### src/rtl/gcd_pkg.sv
// Shared constants and FSM encoding for the subtractive GCD unit.
// Optional iteration counter is enabled by defining GCD_ITER_COUNT_EN.
package gcd_pkg;

    localparam int GCD_WIDTH_DEFAULT = 4;

    typedef enum logic [1:0] {
        IDLE = 2'd0,
        CALC = 2'd1,
        DONE = 2'd2
    } gcd_state_t;

endpackage

### src/rtl/gcd_datapath.sv
// X/Y/result registers with one shared comparator and subtractor for the GCD unit.
// Defining GCD_ITER_COUNT_EN adds a saturating subtraction counter.
module gcd_datapath
    import gcd_pkg::*;
#(
    parameter int WIDTH = GCD_WIDTH_DEFAULT
) (
    input  logic             clk,
    input  logic             reset,
    input  logic             load,
    input  logic             sub,
    input  logic             capture,
    input  logic [WIDTH-1:0] x_i,
    input  logic [WIDTH-1:0] y_i,
    output logic             x_neq_y,
    output logic             x_lt_y,
    output logic             x_zero,
    output logic             y_zero,
    output logic [WIDTH-1:0] d_o
`ifdef GCD_ITER_COUNT_EN
    ,
    output logic [WIDTH-1:0] iter_count
`endif
);

    logic [WIDTH-1:0] x_q;
    logic [WIDTH-1:0] y_q;
    logic [WIDTH-1:0] d_q;
    logic [WIDTH-1:0] sub_a;
    logic [WIDTH-1:0] sub_b;
    logic [WIDTH-1:0] diff;

    always_comb begin
        x_zero  = (x_q == '0);
        y_zero  = (y_q == '0);
        x_neq_y = (x_q != y_q);
        x_lt_y  = (x_q < y_q);
        // Larger minus smaller, so the single subtractor can never underflow.
        sub_a   = x_lt_y ? y_q : x_q;
        sub_b   = x_lt_y ? x_q : y_q;
        diff    = sub_a - sub_b;
    end

    always_ff @(posedge clk) begin
        if (reset) begin
            x_q <= '0;
            y_q <= '0;
            d_q <= '0;
        end else if (load) begin
            x_q <= x_i;
            y_q <= y_i;
        end else if (capture) begin
            d_q <= x_zero ? y_q : x_q;
        end else if (sub) begin
            if (x_lt_y) begin
                y_q <= diff;
            end else begin
                x_q <= diff;
            end
        end
    end

    assign d_o = d_q;

`ifdef GCD_ITER_COUNT_EN
    logic [WIDTH-1:0] cnt_q;

    always_ff @(posedge clk) begin
        if (reset || load) begin
            cnt_q <= '0;
        end else if (sub && (cnt_q != '1)) begin
            cnt_q <= cnt_q + 1'b1;
        end
    end

    assign iter_count = cnt_q;
`endif

endmodule

### src/rtl/gcd_param_unit.sv
// Subtractive GCD unit: FSM and start/busy/done handshake around gcd_datapath.
// Defining GCD_ITER_COUNT_EN exposes the iter_count output.
//
// state | meaning
// IDLE  | waiting for start with enable high
// CALC  | one compare/subtract step per enabled edge
// DONE  | d_o valid, done high until the next enabled edge
module gcd_param_unit
    import gcd_pkg::*;
#(
    parameter int WIDTH = GCD_WIDTH_DEFAULT
) (
    input  logic             clk,
    input  logic             reset,
    input  logic             enable,
    input  logic             start,
    input  logic [WIDTH-1:0] x_i,
    input  logic [WIDTH-1:0] y_i,
    output logic             busy,
    output logic             done,
    output logic [WIDTH-1:0] d_o
`ifdef GCD_ITER_COUNT_EN
    ,
    output logic [WIDTH-1:0] iter_count
`endif
);

    gcd_state_t state_q;
    gcd_state_t state_d;

    logic load;
    logic sub;
    logic capture;
    logic finish;
    logic x_neq_y;
    logic x_lt_y;
    logic x_zero;
    logic y_zero;

    always_ff @(posedge clk) begin
        if (reset) begin
            state_q <= IDLE;
        end else begin
            state_q <= state_d;
        end
    end

    always_comb begin
        state_d = state_q;
        load    = 1'b0;
        sub     = 1'b0;
        capture = 1'b0;
        // Zero operands and equality all terminate; otherwise keep subtracting.
        finish  = x_zero || y_zero || !x_neq_y;
        case (state_q)
            IDLE: begin
                if (enable && start) begin
                    load    = 1'b1;
                    state_d = CALC;
                end
            end
            CALC: begin
                if (enable) begin
                    if (finish) begin
                        capture = 1'b1;
                        state_d = DONE;
                    end else begin
                        sub = 1'b1;
                    end
                end
            end
            DONE: begin
                if (enable) begin
                    state_d = IDLE;
                end
            end
            default: begin
                state_d = IDLE;
            end
        endcase
    end

    assign busy = (state_q != IDLE);
    assign done = (state_q == DONE);

    gcd_datapath #(
        .WIDTH(WIDTH)
    ) u_datapath (
        .clk       (clk),
        .reset     (reset),
        .load      (load),
        .sub       (sub),
        .capture   (capture),
        .x_i       (x_i),
        .y_i       (y_i),
        .x_neq_y   (x_neq_y),
        .x_lt_y    (x_lt_y),
        .x_zero    (x_zero),
        .y_zero    (y_zero),
        .d_o       (d_o)
`ifdef GCD_ITER_COUNT_EN
        ,
        .iter_count(iter_count)
`endif
    );

endmodule

### config.mk
export PLATFORM = sky130hd
export DESIGN_NAME = gcd_param_unit
export DESIGN_NICKNAME = d
export VERILOG_FILES = /design/src/rtl/gcd_pkg.sv /design/src/rtl/gcd_datapath.sv /design/src/rtl/gcd_param_unit.sv
export SDC_FILE = /design/constraint.sdc
export NUM_CORES = 1
export LEC_CHECK = 0
export CAP_MARGIN = 5
export CORE_MARGIN = 8
export CORE_UTILIZATION = 51
export CTS_BUF_LIST = sky130_fd_sc_hd__clkbuf_4 sky130_fd_sc_hd__clkbuf_8 sky130_fd_sc_hd__clkbuf_16
export CTS_CLUSTER_DIAMETER = 150
export CTS_CLUSTER_SIZE = 25
export DETAILED_ROUTE_END_ITERATION = 8
export PLACE_DENSITY_LB_ADDON = 0.15
export RECOVER_POWER = 100
export SYNTH_ARGS = -nofsm -noshare
export SYNTH_HDL_FRONTEND = slang
export SYNTH_HIERARCHICAL = 1
export SYNTH_SLANG_ARGS = --single-unit
### constraint.sdc
create_clock -name clk -period 3.2 [get_ports clk]
set_input_delay 0.64 -clock clk [delete_from_list [all_inputs] [get_ports clk]]
set_output_delay 0.64 -clock clk [all_outputs]
set_load 0.05 [all_outputs]
## Yosys cells after proc, flatten, opt, wreduce, memory -nomap -nowiden

Index checks and enable logic that the tools add are counted.

| storage, ports and cells | value |
|---|---|
| output and inout port bits | 6 |
| register bits after elaboration | 14 |

| operators by class | value |
|---|---|
| reductions and logical operators | 14 |
| bitwise operators | 1 |
| $add $sub $neg | 1 |
| order comparisons | 1 |
| eq/ne operators | 9 |
| multiplexer cells | 24 |

Operator list:

| cell | count |
|---|---|
| 4-bit two-way mux | 11 |
| 2-bit inequality test, second input constant | 6 |
| 4-bit zero test | 2 |
| 1-bit two-way mux | 8 |
| 2-bit two-way mux | 4 |
| 2-bit one-hot mux with 3 select lines | 1 |
| 3-bit AND reduction | 2 |
| 2-bit nonzero test | 3 |
| 4-bit < comparator | 1 |
| 4-bit inequality test | 1 |
| 4-bit AND reduction | 1 |
| 4-bit subtractor | 1 |
| 2-bit by 1-bit == test with 1-bit output, second input constant | 1 |
| 2-bit == test, second input constant | 1 |
| 2-bit zero test | 1 |
| 1-bit logical OR | 2 |
| 2-bit AND reduction | 1 |
| 1-bit logical AND | 1 |
| 1-bit zero test | 1 |
| 1-bit NOT | 1 |

## Longest topological paths before layout

| depth | value |
|---|---|
| word-level depth | 9 |
| depth in mapped cells | 14 |
| mapped depth without buffers | 13 |

## Hierarchy

Netlist, hierarchy kept.

Modules (own cells, without submodules):

| module | area an instance (µm²) | sequential area each (µm²) | cells an instance | times used |
|---|---|---|---|---|
| gcd_datapath | 878.3 | 240.2 | 110 | 1 |
| gcd_param_unit | 137.6 | 40.0 | 16 | 1 |

## Least setup slack after synthesis

OpenSTA, ideal clock, no wires.

| timing | value |
|---|---|
| kind | reg-to-reg |
| from | reg u_datapath.y_q[2] |
| to | reg u_datapath.x_q[3] |
| library setup time | 0.091 ns |
| data arrival time | 2.432 ns |
| cell stages (with the launch flop) | 12 |
| path slack | 0.678 ns |
| clock period less this slack | 2.522 ns |
| buffers on the path | 1 |
| path through | dfxtp_1 > inv_1 > ha_1 > clkbuf_1 > nand4_1 > or3b_4 > nor3b_1 > nand2b_1 > a21oi_1 > or3_1 > o211ai_1 > a311oi_1 |

| between the ends | value |
|---|---|
| word-level cells in the longest chain between the ends | 8 |

RTL lines:

| what | line | source |
|---|---|---|
| from (decl) | gcd_datapath.sv:27 | `logic [WIDTH-1:0] y_q;` |
| from (signal assigned) | gcd_datapath.sv:51 | `y_q <= y_i;` |
| from (signal assigned) | gcd_datapath.sv:56 | `y_q <= diff;` |
| 4-bit inequality test | gcd_datapath.sv:36 | `x_neq_y = (x_q != y_q);` |
| via x_neq_y | gcd_param_unit.sv:35 | `logic x_neq_y;` |
| 1-bit zero test | gcd_param_unit.sv:54 | `finish = x_zero \|\| y_zero \|\| !x_neq_y;` |
| 1-bit logical OR | gcd_param_unit.sv:54 |  |
| 1-bit two-way mux | gcd_param_unit.sv:64 | `if (finish) begin` |
| 1-bit two-way mux | gcd_param_unit.sv:63 | `if (enable) begin` |
| 1-bit two-way mux | gcd_param_unit.sv:55 | `case (state_q)` |
| via capture | gcd_param_unit.sv:33 | `logic capture;` |
| 2-bit inequality test (no line) | -- |  |
| 3-bit AND reduction (no line) | -- |  |
| to (signal assigned) | gcd_datapath.sv:50 | `x_q <= x_i;` |
| to (signal assigned) | gcd_datapath.sv:58 | `x_q <= diff;` |
| to (decl) | gcd_datapath.sv:26 | `logic [WIDTH-1:0] x_q;` |

The timed path passes the listed nets, and every way through them passes these cells. The select of a mux whose other input is x is not followed.
A chain may end at the register's enable or synchronous reset.

## Worst setup path after layout

Ends and elaborated chain as after synthesis.

==> out/qor.yml <==
run_status:
  run_status: "finished, final reports clean"
clock_tree:
  cts_max_level: 1
  clock-sinks: 14
  clk_pin_slew_worst_paths_ns: 0.09
  cts_buffer_depth: 2
  cts_made_buffers: 3
  cts_root_buffer: "clkbuf_4"
  postCtsHoldBufs: 0
  cts_setup_buffers: 0
  cts_tree: "done"
  insertion_delay_ns: 0.29
  ctsResizeCount: 0
timing:
  finalSetupViolCount: 0
  fin_ws_ns: 0.353
  fin_setup_tns_ns: 0
  whs_ns: 0.496
  rsz0062_at_grt: "no"
  max_slew.worst_pin.slew_ns: 0.518
  period_minus_slack_ns: 2.85
  report.final.hold_viol_count: 0
  relSlewSlack: 0.654
  finalCritPeriodShare: 0.890
  slew_violations: 0
  fmax_mhz: 351
  clock_skew_ns: 0.00441
global_routing:
  grt_max_degree: 14
  grt_overflow: 0
  grt_usage: 0.161
  antenna_found_initial: 0
  grt_pass1_wl_um: 4450
  first_global_vias: 964
layout:
  post-route-util: 0.627
  drive_above_1_share: 0.0851
  nets: 160
  areaGrowthSynthToFinish_pct: 18.6
  fillers: 192
  multi_input_area_um2: 651
  fin_area_mm2: 0.00120
  antenna_cells: 0
  ff_latch_area_um2: 280
routing:
  wl_um: 2640
  drc: 0
  wl_per_cell_um: 15.7
  m1WireLength_um: 1120
  vias: 1027
  drt-initial-drc-count: 39
  detail-route-antenna-nets: 0
  routed_via_density: 6.11
  met3_length_um: 206
  top_layer: "met4"
  firstDrtPassIters: 4
  wl_met2_um: 1250
setup_path:
  critPathSlowestCell: "ha_1"
  r2r_slack_ns: 0.35
  cp.arrival_ns: 3.04
  end_kind: "flip-flop"
  required_ns: 3.40
  slowest_delay_ns: 0.42
  startpoint_type: "flip-flop"
  r2r_end: "u_datapath/x_q[3]"
  rr_startpoint: "u_datapath/y_q[2]"
  crit_type: "reg2reg"
  worstPathMaxFanout: 11
  path_cells: "inv_1 > ha_1 > nand4_1 > or3b_1 > nor3b_1 > nand2b_1 > a21oi_1 > or3_1 > o211ai_1 > a311oi_1"
  reg2reg_depth: 10
die:
  initial_core_util: 0.529
  die-area_mm2: 0.00368
  fp.dieW_um: 60.6
  coreArea_mm2: 0.00192
  io_pins: 18
  row_count: 16
  die_h_um: 60.6
place:
  gp_congestion: 0.976
  dp_hpwl_um: 2070
  pre_cts_slack_ns: 0.462
  portBuffers: 17
  post_dp_cell_area_mm2: 0.00120
synthesis:
  syn_inst: 126
  yosys_warnings: 6
  syn_nets: 143
  syn-cell-area_mm2: 0.00102
  ys_types: 43
  synth_area_per_cell_um2: 8.06
  synth_seq_cells: 14
  ys_seq_area_frac: 0.276
worst_hold_path:
  whs_path_depth: 2
  min_to: "u_datapath/d_o[0]"
  hold_path.class: "reg2reg"
  min_from: "u_datapath/d_o[0]"
pwr:
  leakagePower_nw: 0.435
  p_per_area_mw_per_mm2: 421
  peakVddDrop_mv: 0.256
flow_run:
  drv_cap: 0
==> power by group <==
group	internal [W]	switching (W)	total, W
logic	0.0000810	0.000121	0.000202
registers	0.000186	0.0000147	0.000201
clock network	0.0000438	0.0000597	0.000103
total	0.000311	0.000196	0.000507
==> worst max-delay path by stage <==
stage | startpoint | endpoint | slack, ns | cells after the start
6_report | u_datapath/y_q[2] | u_datapath/x_q[3] | 0.35 | 10
2_1_floorplan | u_datapath/y_q[2] | u_datapath/x_q[3] | 0.68 | 11
3_3_place_gp | u_datapath/y_q[2] | u_datapath/x_q[3] | 0.60 | 10
3_5_place_dp | u_datapath/y_q[2] | u_datapath/x_q[3] | 0.46 | 10
4_1_cts | u_datapath/x_q[0] | u_datapath/x_q[3] | 0.43 | 10
5_1_grt | u_datapath/y_q[2] | u_datapath/x_q[3] | 0.12 | 10
==> layout make-up <==
cell class / count / area share
Sequential cell: 14 / 0.233
Inverter: 10 / 0.0332
Multi-Input combinational cell: 96 / 0.540
Clock buffer: 3 / 0.0187
Timing Repair Buffer: 18 / 0.147
Tap cell: 27 / 0.0280
==> worst max-delay path: cells and delay by family, from the launching register on <==
| family | cells | cell delay, ns |
|---|---|---|
| buffers and inverters | 1 | 0.08 |
| adders and majority gates | 1 | 0.42 |
| and+or+nand+nor | 5 | 1.13 |
| DFF | 1 | 0.40 |
| AOI/OAI and AO/OA | 3 | 0.72 |
==> registers in the layout, indices dropped and copies added, names as in the netlist <==
register / count
state_q: 2
u_datapath/x_q: 4
u_datapath/d_o: 4
u_datapath/y_q: 4
==> synthesized netlist by cell type (all sizes together) <==
master,n,area [µm²]
o21ai,2,10.0
buf,2,8.75
mux2i,2,20.0
nand3,3,15.0
a211oi,6,50.1
o211a,1,10.0
a311o,1,10.0
dfxtp,14,280
a22o,1,10.0
a31oi,2,12.5
nor3b,3,22.5
a311oi,7,67.6
or3,1,6.26
o211ai,4,43.8
nor3,3,15.0
nor4bb,1,10.0
and3,1,6.26
nand2b,2,12.5
clkbuf,4,15.0
a21oi,10,53.8
nand4,1,6.26
a211o,1,8.76
nand2,12,52.6
nor2b,5,38.8
or3b,1,11.3
o221ai,1,8.76
nor2,14,52.6
o311ai,1,8.76
nor4,2,18.8
a2111oi,1,15.0
or2,1,6.26
ha,5,62.6
and2,1,6.26
inv,10,40.0
==> metal layers <==
metal,up-vias,global-route usage
met5,-,0
met2,48,0.262
met3,9,0.0614
met4,0,0.0698
met1,468,0.181
li1,502,-
==> metrics by stage <==
stage | std cells | total power, W
after global placement | 165 | 0.000410
after global routing | 168 | 0.000539
after detailed placement | 165 | 0.000415
final | 168 | 0.000507
after CTS | 168 | 0.000517
after floorplan | 126 | 0.000360
==> kinds of logic (layout without fill, tap and decap cells) <==
family	Yosys count	count (layout)	share of synthesized area
compound gates	38	38	0.304
fa+ha+maj	5	5	0.0616
buf+inv	16	31	0.0628
flops	14	14	0.276
mux	2	2	0.0197
simple gates	51	51	0.276
==> layout by cell type, fill, tap and decap left out, types with 6 or more instances in the layout <==
cell,n
nor2_1,14
dlygate4sd3_1,6
inv_1,9
nand2_1,11
a21oi_1,9
clkdlybuf4s50_1,11
a211oi_1,6
dfxtp_1,14
a311oi_1,6
(Power assumes the default switching activity.)
